`src/rtl/vend_controller.sv`:
```
// Vending machine controller: coin collection, product vend, change payout.
// States: IDLE (no credit), COLLECT (credit held), VEND (one-cycle dispense),
// PAYOUT (change coins handed to hopper with a valid/ready handshake).
// Optional build macro VEND_TIMEOUT_EN: an abandoned COLLECT session is
// refunded automatically after 255 quiet cycles.
module vend_controller (
    input  logic       clk,
    input  logic       reset_n,
    input  logic [1:0] coin,
    input  logic [1:0] select,
    input  logic       hopper_ready,
    output logic       dispense_A,
    output logic       dispense_B,
    output logic       change_valid,
    output logic [1:0] change_coin,
    output logic       coin_reject,
    output logic [5:0] credit,
    output logic       busy
);

    typedef enum logic [1:0] {
        S_IDLE    = 2'd0,
        S_COLLECT = 2'd1,
        S_VEND    = 2'd2,
        S_PAYOUT  = 2'd3
    } state_t;

    localparam logic [5:0] PRICE_A   = 6'd10;
    localparam logic [5:0] PRICE_B   = 6'd15;
    localparam logic [5:0] MAX_CRED  = 6'd30;

    state_t     r_state;
    state_t     w_state_nxt;
    logic [5:0] r_credit;
    logic       r_prod_b;       // product latched at purchase: 0 = A, 1 = B
    logic       r_coin_reject;

    logic [5:0] w_coin_val;
    logic [5:0] w_coin_sum;
    logic       w_accepting;
    logic       w_sel_active;
    logic       w_coin_credit;
    logic       w_coin_rej;
    logic [5:0] w_sel_price;
    logic       w_buy;
    logic       w_cancel;
    logic [5:0] w_vend_price;
    logic [5:0] w_vend_remain;
    logic [5:0] w_change_val;
    logic       w_pay_fire;
    logic       w_timeout;

    assign w_coin_val    = (coin == 2'b01) ? 6'd5 : (coin == 2'b10) ? 6'd10 : 6'd0;
    assign w_coin_sum    = r_credit + w_coin_val;
    assign w_accepting   = (r_state == S_IDLE) || (r_state == S_COLLECT);
    assign w_sel_active  = (select != 2'b00);
    // A coin that arrives together with any button press is turned away so the
    // button is always judged against the credit already held.
    assign w_coin_credit = w_accepting && (w_coin_val != 6'd0) && !w_sel_active &&
                           (w_coin_sum <= MAX_CRED);
    assign w_coin_rej    = (coin != 2'b00) && !w_coin_credit;
    assign w_sel_price   = (select == 2'b10) ? PRICE_B : PRICE_A;
    assign w_buy         = (r_state == S_COLLECT) &&
                           ((select == 2'b01) || (select == 2'b10)) &&
                           (r_credit >= w_sel_price);
    assign w_cancel      = (r_state == S_COLLECT) && (select == 2'b11);
    assign w_vend_price  = r_prod_b ? PRICE_B : PRICE_A;
    assign w_vend_remain = r_credit - w_vend_price;
    assign w_change_val  = (r_credit >= 6'd10) ? 6'd10 : 6'd5;
    assign w_pay_fire    = (r_state == S_PAYOUT) && hopper_ready;

`ifdef VEND_TIMEOUT_EN
    logic [7:0] r_idle_cnt;

    // Quiet-cycle counter for an abandoned COLLECT session
    always_ff @(posedge clk or negedge reset_n) begin
        if (!reset_n) begin
            r_idle_cnt <= 8'd0;
        end else if ((r_state != S_COLLECT) || w_coin_credit || w_sel_active) begin
            r_idle_cnt <= 8'd0;
        end else if (r_idle_cnt != 8'hFF) begin
            r_idle_cnt <= r_idle_cnt + 8'd1;
        end
    end

    assign w_timeout = (r_state == S_COLLECT) && (r_idle_cnt == 8'hFF) && !w_sel_active;
`else
    assign w_timeout = 1'b0;
`endif

    // State register
    always_ff @(posedge clk or negedge reset_n) begin
        if (!reset_n) begin
            r_state <= S_IDLE;
        end else begin
            r_state <= w_state_nxt;
        end
    end

    // Next-state logic
    always_comb begin
        w_state_nxt = r_state;
        case (r_state)
            S_IDLE: begin
                if (w_coin_credit) w_state_nxt = S_COLLECT;
            end
            S_COLLECT: begin
                if (w_buy)                      w_state_nxt = S_VEND;
                else if (w_cancel || w_timeout) w_state_nxt = S_PAYOUT;
            end
            S_VEND: begin
                w_state_nxt = (w_vend_remain != 6'd0) ? S_PAYOUT : S_IDLE;
            end
            S_PAYOUT: begin
                if (w_pay_fire && (r_credit == w_change_val)) w_state_nxt = S_IDLE;
            end
            default: w_state_nxt = S_IDLE;
        endcase
    end

    // Credit, latched product and coin-reject pulse
    always_ff @(posedge clk or negedge reset_n) begin
        if (!reset_n) begin
            r_credit      <= 6'd0;
            r_prod_b      <= 1'b0;
            r_coin_reject <= 1'b0;
        end else begin
            r_coin_reject <= w_coin_rej;
            if (w_buy) begin
                r_prod_b <= (select == 2'b10);
            end
            if (w_coin_credit) begin
                r_credit <= w_coin_sum;
            end else if (r_state == S_VEND) begin
                r_credit <= w_vend_remain;
            end else if (w_pay_fire) begin
                r_credit <= r_credit - w_change_val;
            end
        end
    end

    // Output decode from state
    always_comb begin
        dispense_A   = (r_state == S_VEND) && !r_prod_b;
        dispense_B   = (r_state == S_VEND) &&  r_prod_b;
        change_valid = (r_state == S_PAYOUT);
        change_coin  = 2'b00;
        if (r_state == S_PAYOUT) begin
            change_coin = (r_credit >= 6'd10) ? 2'b10 : 2'b01;
        end
        busy         = (r_state == S_VEND) || (r_state == S_PAYOUT);
        coin_reject  = r_coin_reject;
        credit       = r_credit;
    end

endmodule

```
`config.mk`:
```
export PLATFORM = sky130hd
export DESIGN_NAME = vend_controller
export DESIGN_NICKNAME = d
export VERILOG_FILES = /design/src/rtl/vend_controller.sv
export SDC_FILE = /design/constraint.sdc
export NUM_CORES = 1
export LEC_CHECK = 0
export CORE_UTILIZATION = 61
export CTS_BUF_LIST = sky130_fd_sc_hd__clkbuf_4
export CTS_CLUSTER_SIZE = 12
export DETAILED_ROUTE_END_ITERATION = 10
export MAX_ROUTING_LAYER = met4
export PLACE_DENSITY_LB_ADDON = 0.12
export SYNTH_ARGS = -nofsm -noshare
export SYNTH_HDL_FRONTEND = slang
export SYNTH_SLANG_ARGS = --single-unit
```
`constraint.sdc`:
```
create_clock -name clk -period 4.1 [get_ports clk]
set_input_delay 0.615 -clock clk [delete_from_list [all_inputs] [get_ports clk]]
set_output_delay 0.615 -clock clk [all_outputs]
set_load 0.005 [all_outputs]
```
=== After elaboration in Yosys (flattened, before gate mapping) ===
Index checks and enable logic that the tools add are counted.
Widths: inputs -> output; s select.

* Flip-flop bits (word level): 10
* Latch bits: 0
* Bits in writable memories: 0
* Bits in read-only memories: 0
* Input port bits: 7
* Output and inout bits: 13
* Word-level logic and storage cells: 62
* Memories kept: 0

* $add $sub $neg: 3
* $mul: 0
* Divide/modulo/power cells: 0
* Magnitude comparators: 3
* Equality and inequality tests: 12
* Shifts and indexed selects: 0
* Mux-type cells: 16
* Bitwise logic cells: 0
* Reduce and logical (&&, ||, !) cells: 24

{| class="wikitable"
|+ Operator list
! operator !! number
|-
| $mux 6 || 3
|-
| $mux 2 || 7
|-
| $mux 4 || 3
|-
| $reduce_bool 6->1 || 2
|-
| $sub 6x4->6 || 2
|-
| $logic_and 1x1->1 || 11
|-
| $eq 2x2->1 const B || 5
|-
| $pmux 2 s4 || 1
|-
| $add 6x4->6 || 1
|-
| $eq 2x1->1 const B || 3
|-
| $eq 6x4->1 || 1
|-
| $ge 6x4->1 || 1
|-
| $ge 6x4->1 const B || 1
|-
| $le 6x5->1 const B || 1
|-
| $mux 3 || 2
|-
| $reduce_bool 2->1 || 2
|-
| $logic_not 1->1 || 3
|-
| $logic_or 1x1->1 || 3
|-
| $ne 3x3->1 const B || 1
|-
| $reduce_and 3->1 || 1
|-
| $reduce_bool 3->1 || 1
|-
| $logic_not 2->1 || 1
|-
| $ne 2x1->1 const B || 1
|-
| $ne 2x2->1 const B || 1
|}

=== Depth between registers and ports, before layout ===
* Depth after elaboration: 9
* Depth in mapped cells: 13
* Gate-level depth less buffers: 11

=== Worst setup path before layout ===
Ideal clock, no wire load.

* Path kind: in2reg
* Start: input port coin[0]
* End: register r_credit[0] (netlist: credit[0])
* Library setup time: 0.139 ns
* Data arrival time: 2.688 ns
* Data required time: 3.961 ns
* Setup slack: 1.272 ns
* Cell stages on the path: 12
* Path buffers: 1
* Path through: inv_1 > ha_1 > buf_2 > xor2_1 > ha_1 > a21o_1 > a222oi_1 > nor2_1 > xor2_1 > a41oi_4 > a211oi_1 > a311oi_1

* Word-level cells in the longest chain between the ends: 8
* Elaborated cells between the ends (all ways): 12
* Classes of those cells: add/sub (1); order compare (1); eq/ne (2); mux (3); reduce/logical (5)

{| class="wikitable"
|+ RTL lines
! what !! line !! RTL
|-
| start: declaration || 9 || <nowiki>input logic [1:0] coin,</nowiki>
|-
| $eq 2x2->1 || 53 || <nowiki>assign w_coin_val = (coin == 2'b01) ? 6'd5 : (coin == 2'b10) ? 6'd10 : 6'd0;</nowiki>
|-
| $mux 4 || 53 ||
|-
| $mux 4 * || 53 ||
|-
| branches (longest 5 deep; another with $add 6x4->6) || -- ||
|-
| end signal: assignment || 133 || <nowiki>r_credit <= w_coin_sum;</nowiki>
|-
| end signal: assignment || 135 || <nowiki>r_credit <= w_vend_remain;</nowiki>
|-
| end signal: assignment || 137 || <nowiki>r_credit <= r_credit - w_change_val;</nowiki>
|-
| end: declaration || 34 || <nowiki>logic [5:0] r_credit;</nowiki>
|}

Mark *: on every way between the ends.
A chain may end at the register's enable or synchronous reset.

=== Final worst setup path ===
* Start: input port coin[0]
* End: register r_credit[2] (netlist: credit[2])

Same word-level chain as after synthesis.

==> metrics.md <==
| Metric | Value |
|---|---|
| Dpl hpwl | 2.48 mm |
| Total Routing Usage GR | 0.313 |
| Slew Viols, Final | 0 |
| Antenna Nets Post-Route | 0 |
| DRC viols | 0 |
| Number of global-route vias before repair | 1259 |
| Io pins | 20 |
| Register area | 250 um^2 |
| Synthesized instance count | 178 |
| Total of max-cap violations | 0 |
| Via count | 1353 |
| CTS Buffer Depth | 2 |
| Synth warnings | 0 |
| Seq/Total Area, Yosys | 0.181 |
| H-tree Lvls | 1 |
| Synth Register Bits | 10 |
| Antenna violations before repair | 0 |
| RSZ-0062 raised after global routing | false |
| Post-DR wirelength/cell | 15.8 um |
| Routed WL | 3.43 mm |
| Crit start category | primary input |
| Num CTS Buffers | 3 |
| R2r worst-path depth | 9 |
| Smallest hold slack | 0.589 ns |
| Status | finished clean |
| Starting Density | 0.676 |
| First-pass GRT wire length | 5.75 mm |
| Ant diodes | 0 |
| Clock latency on the worst-skew pair | 0.28 ns |
| CP arrival | 3.51 ns |
| Die width | 49.6 um |
| Die ar. | 2460 um^2 |
| Die Ht | 49.6 um |
| Leak pwr | 0.673 nW |
| Hold Fails Final Rpt | 0 |
| Util after Layout | 0.773 |
| Crit path max fanout | 10 |
| Setup ws final | 0.741 ns |
| Tightest Hold Check Type | flip-flop to flip-flop |
| Worst Skew | 0.000414 ns |
| RR Endpoint | credit[2] |
| PD cells | 857 nW/um^2 |
| Hold buffer count at cts | 0 |
| Ys async rst share | 1.00 |
| Clock Sinks | 10 |
| Mean Syn Cell Area | 7.76 um^2 |
| Synth area leader | dfrtp_1 |
| Reg-to-reg slack, setup | 1.19 ns |
| Grt met1 use | 0.407 |
| Slowest cell on crit path | clkdlybuf4s50_1 |
| Pre-CTS WS | 0.514 ns |
| Critical Path End Type | flip-flop |
| WHS Endpoint | r_prod_b |
| Post-CTS setup buffers | 0 |
| Worst Hold Launch | r_prod_b |
| Critical Path Max Stage Delay | 0.50 ns |
| Tightest Pin Transition | 0.679 ns |
| Post-synth EDFFs | 0 |
| Final min period | 3.36 ns |
| Kind of critical path | primary input to flip-flop |
| Peak supply drop | 0.584 mV |
| Std-Cell Rows | 16 |
| Number of cells on the worst hold path | 2 |
| CORE AREA | 2040 um^2 |
| Pin count of the biggest net entering global routing | 20 |
| Area contributors post-synth | dfrtp_1 18%, ha_1 16%, nor2_1 5.2% |
| Post-synth top flop | dfrtp_1 |
| Post-Syn Area | 1380 um^2 |
| Total power | 1.35 mW |
| Final period util | 0.819 |
| Share of layout cells above drive strength 1 | 0.0474 |
| Worst path cell trace | clkdlybuf4s50_1 -> inv_1 -> ha_1 -> xor2_1 -> ha_1 -> a21o_1 -> a222oi_1 -> nor2_1 -> xor2_1 -> a41oi_4 -> a32oi_1 -> o211ai_1 |
| CTS clk-pin slew, worst paths | 0.07 ns |
| R2r startpoint | credit[1] |
| Vias per inst | 6.24 |
| Share of the synthesized area in the top cell type | 0.181 |
| Number of fillers in the final layout | 163 |
| TritonRoute pass-1 iters | 4 |
| Met2 Usage GRT | 0.509 |
| CTS root buf | clkbuf_4 |
| Syn nets | 204 |
| GR peak layer | met2 |
| Post-layout nets | 218 |
| Multi-input gate area | 1020 um^2 |
| Synth cell types | 45 |
| DRT iter0 DRCs | 66 |
| Setup TNS Final | 0 ns |
| Port-buffer cells | 19 |
| CP required | 4.25 ns |
| Synth-to-Final Area Change | 14.2% |
| Commonest non-fill, non-tap cells in the layout | 19 x nor2_1, 19 x clkdlybuf4s50_1, 18 x ha_1 |
| Final GP Congestion | 0.916 |
| Final setup fails | 0 |
| TritonCTS clock tree | built |
| Overflow after GRT | 0 |
| Post-CTS Resized | 0 |
| Met3 Use GR | 0.0525 |
| FMAX | 0.298 GHz |
| Worst slew margin | 0.548 |
## synth_stat cells, types with 3 or more instances
cell type,number
nor2_1,19
nor3_1,5
xor2_1,6
dfrtp_1,10
buf_2,3
clkbuf_1,5
nor2b_1,4
nand2_1,17
o21ai_0,12
inv_1,14
xnor2_1,8
nand3b_1,3
ha_1,18
nand3_1,6
a21oi_1,8
o21a_1,3
## state kept, by name, indices dropped and copies added (netlist names)
| signal | count |
|---|---|
| credit | 6 |
| r_state | 2 |
| coin_reject | 1 |
| r_prod_b | 1 |
## power by group
group / total (mW) / switching, mW / internal [mW]
Sequential: 0.269 / 0.122 / 0.147
Clock: 0.0739 / 0.0397 / 0.0342
Combinational: 1.01 / 0.537 / 0.471
Total: 1.35 / 0.699 / 0.653
## metrics by stage
step           instances  area, um^2
4_1_cts              217        1580
2_1_floorplan        178        1380
5_1_grt              217        1580
3_5_place_dp         214        1560
6_report             217        1580
3_3_place_gp         214        1560
## final cells by class
cell class,count,area share
Clock buffer,3,0.0143
Sequential cell,10,0.159
Multi-Input combinational cell,143,0.647
Tap cell,27,0.0214
Inverter,14,0.0333
Timing Repair Buffer,20,0.125
## layer usage
metal	share of wire	routed length (um)	vias up
met5	0	0	-
met4	0.012	40	0
met3	0.069	236	5
met2	0.48	1640	73
met1	0.44	1500	628
li1	-	-	647
## kinds of logic after synthesis
family	after synthesis	share of synthesized area
AND/OR/NAND/NOR	62	0.216
flip-flops	10	0.181
AO/OA/AOI/OAI	47	0.245
XOR/XNOR	15	0.101
adder cells (fa/ha/maj)	19	0.178
buffers and inverters	25	0.0797
## worst max-delay path, delay by kind of cell
| family | cells | cell delay [ns] |
|---|---|---|
| AO/OA/AOI/OAI | 5 | 1.15 |
| XOR/XNOR | 2 | 0.49 |
| buffers and inverters | 2 | 0.58 |
| adder cells (fa/ha/maj) | 2 | 0.55 |
| AND/OR/NAND/NOR | 1 | 0.12 |
## how the worst max path moves through the flow
stage	from	endpoint	slack (ns)	cells past startpoint
2_1_floorplan	coin[0]	credit[0]	1.27	12
3_3_place_gp	coin[0]	credit[0]	0.67	12
3_5_place_dp	coin[0]	credit[0]	0.51	12
4_1_cts	coin[0]	credit[0]	0.79	12
5_1_grt	coin[0]	credit[2]	0.58	12
6_report	coin[0]	credit[2]	0.74	12
Power figures use the tool's default switching activity.
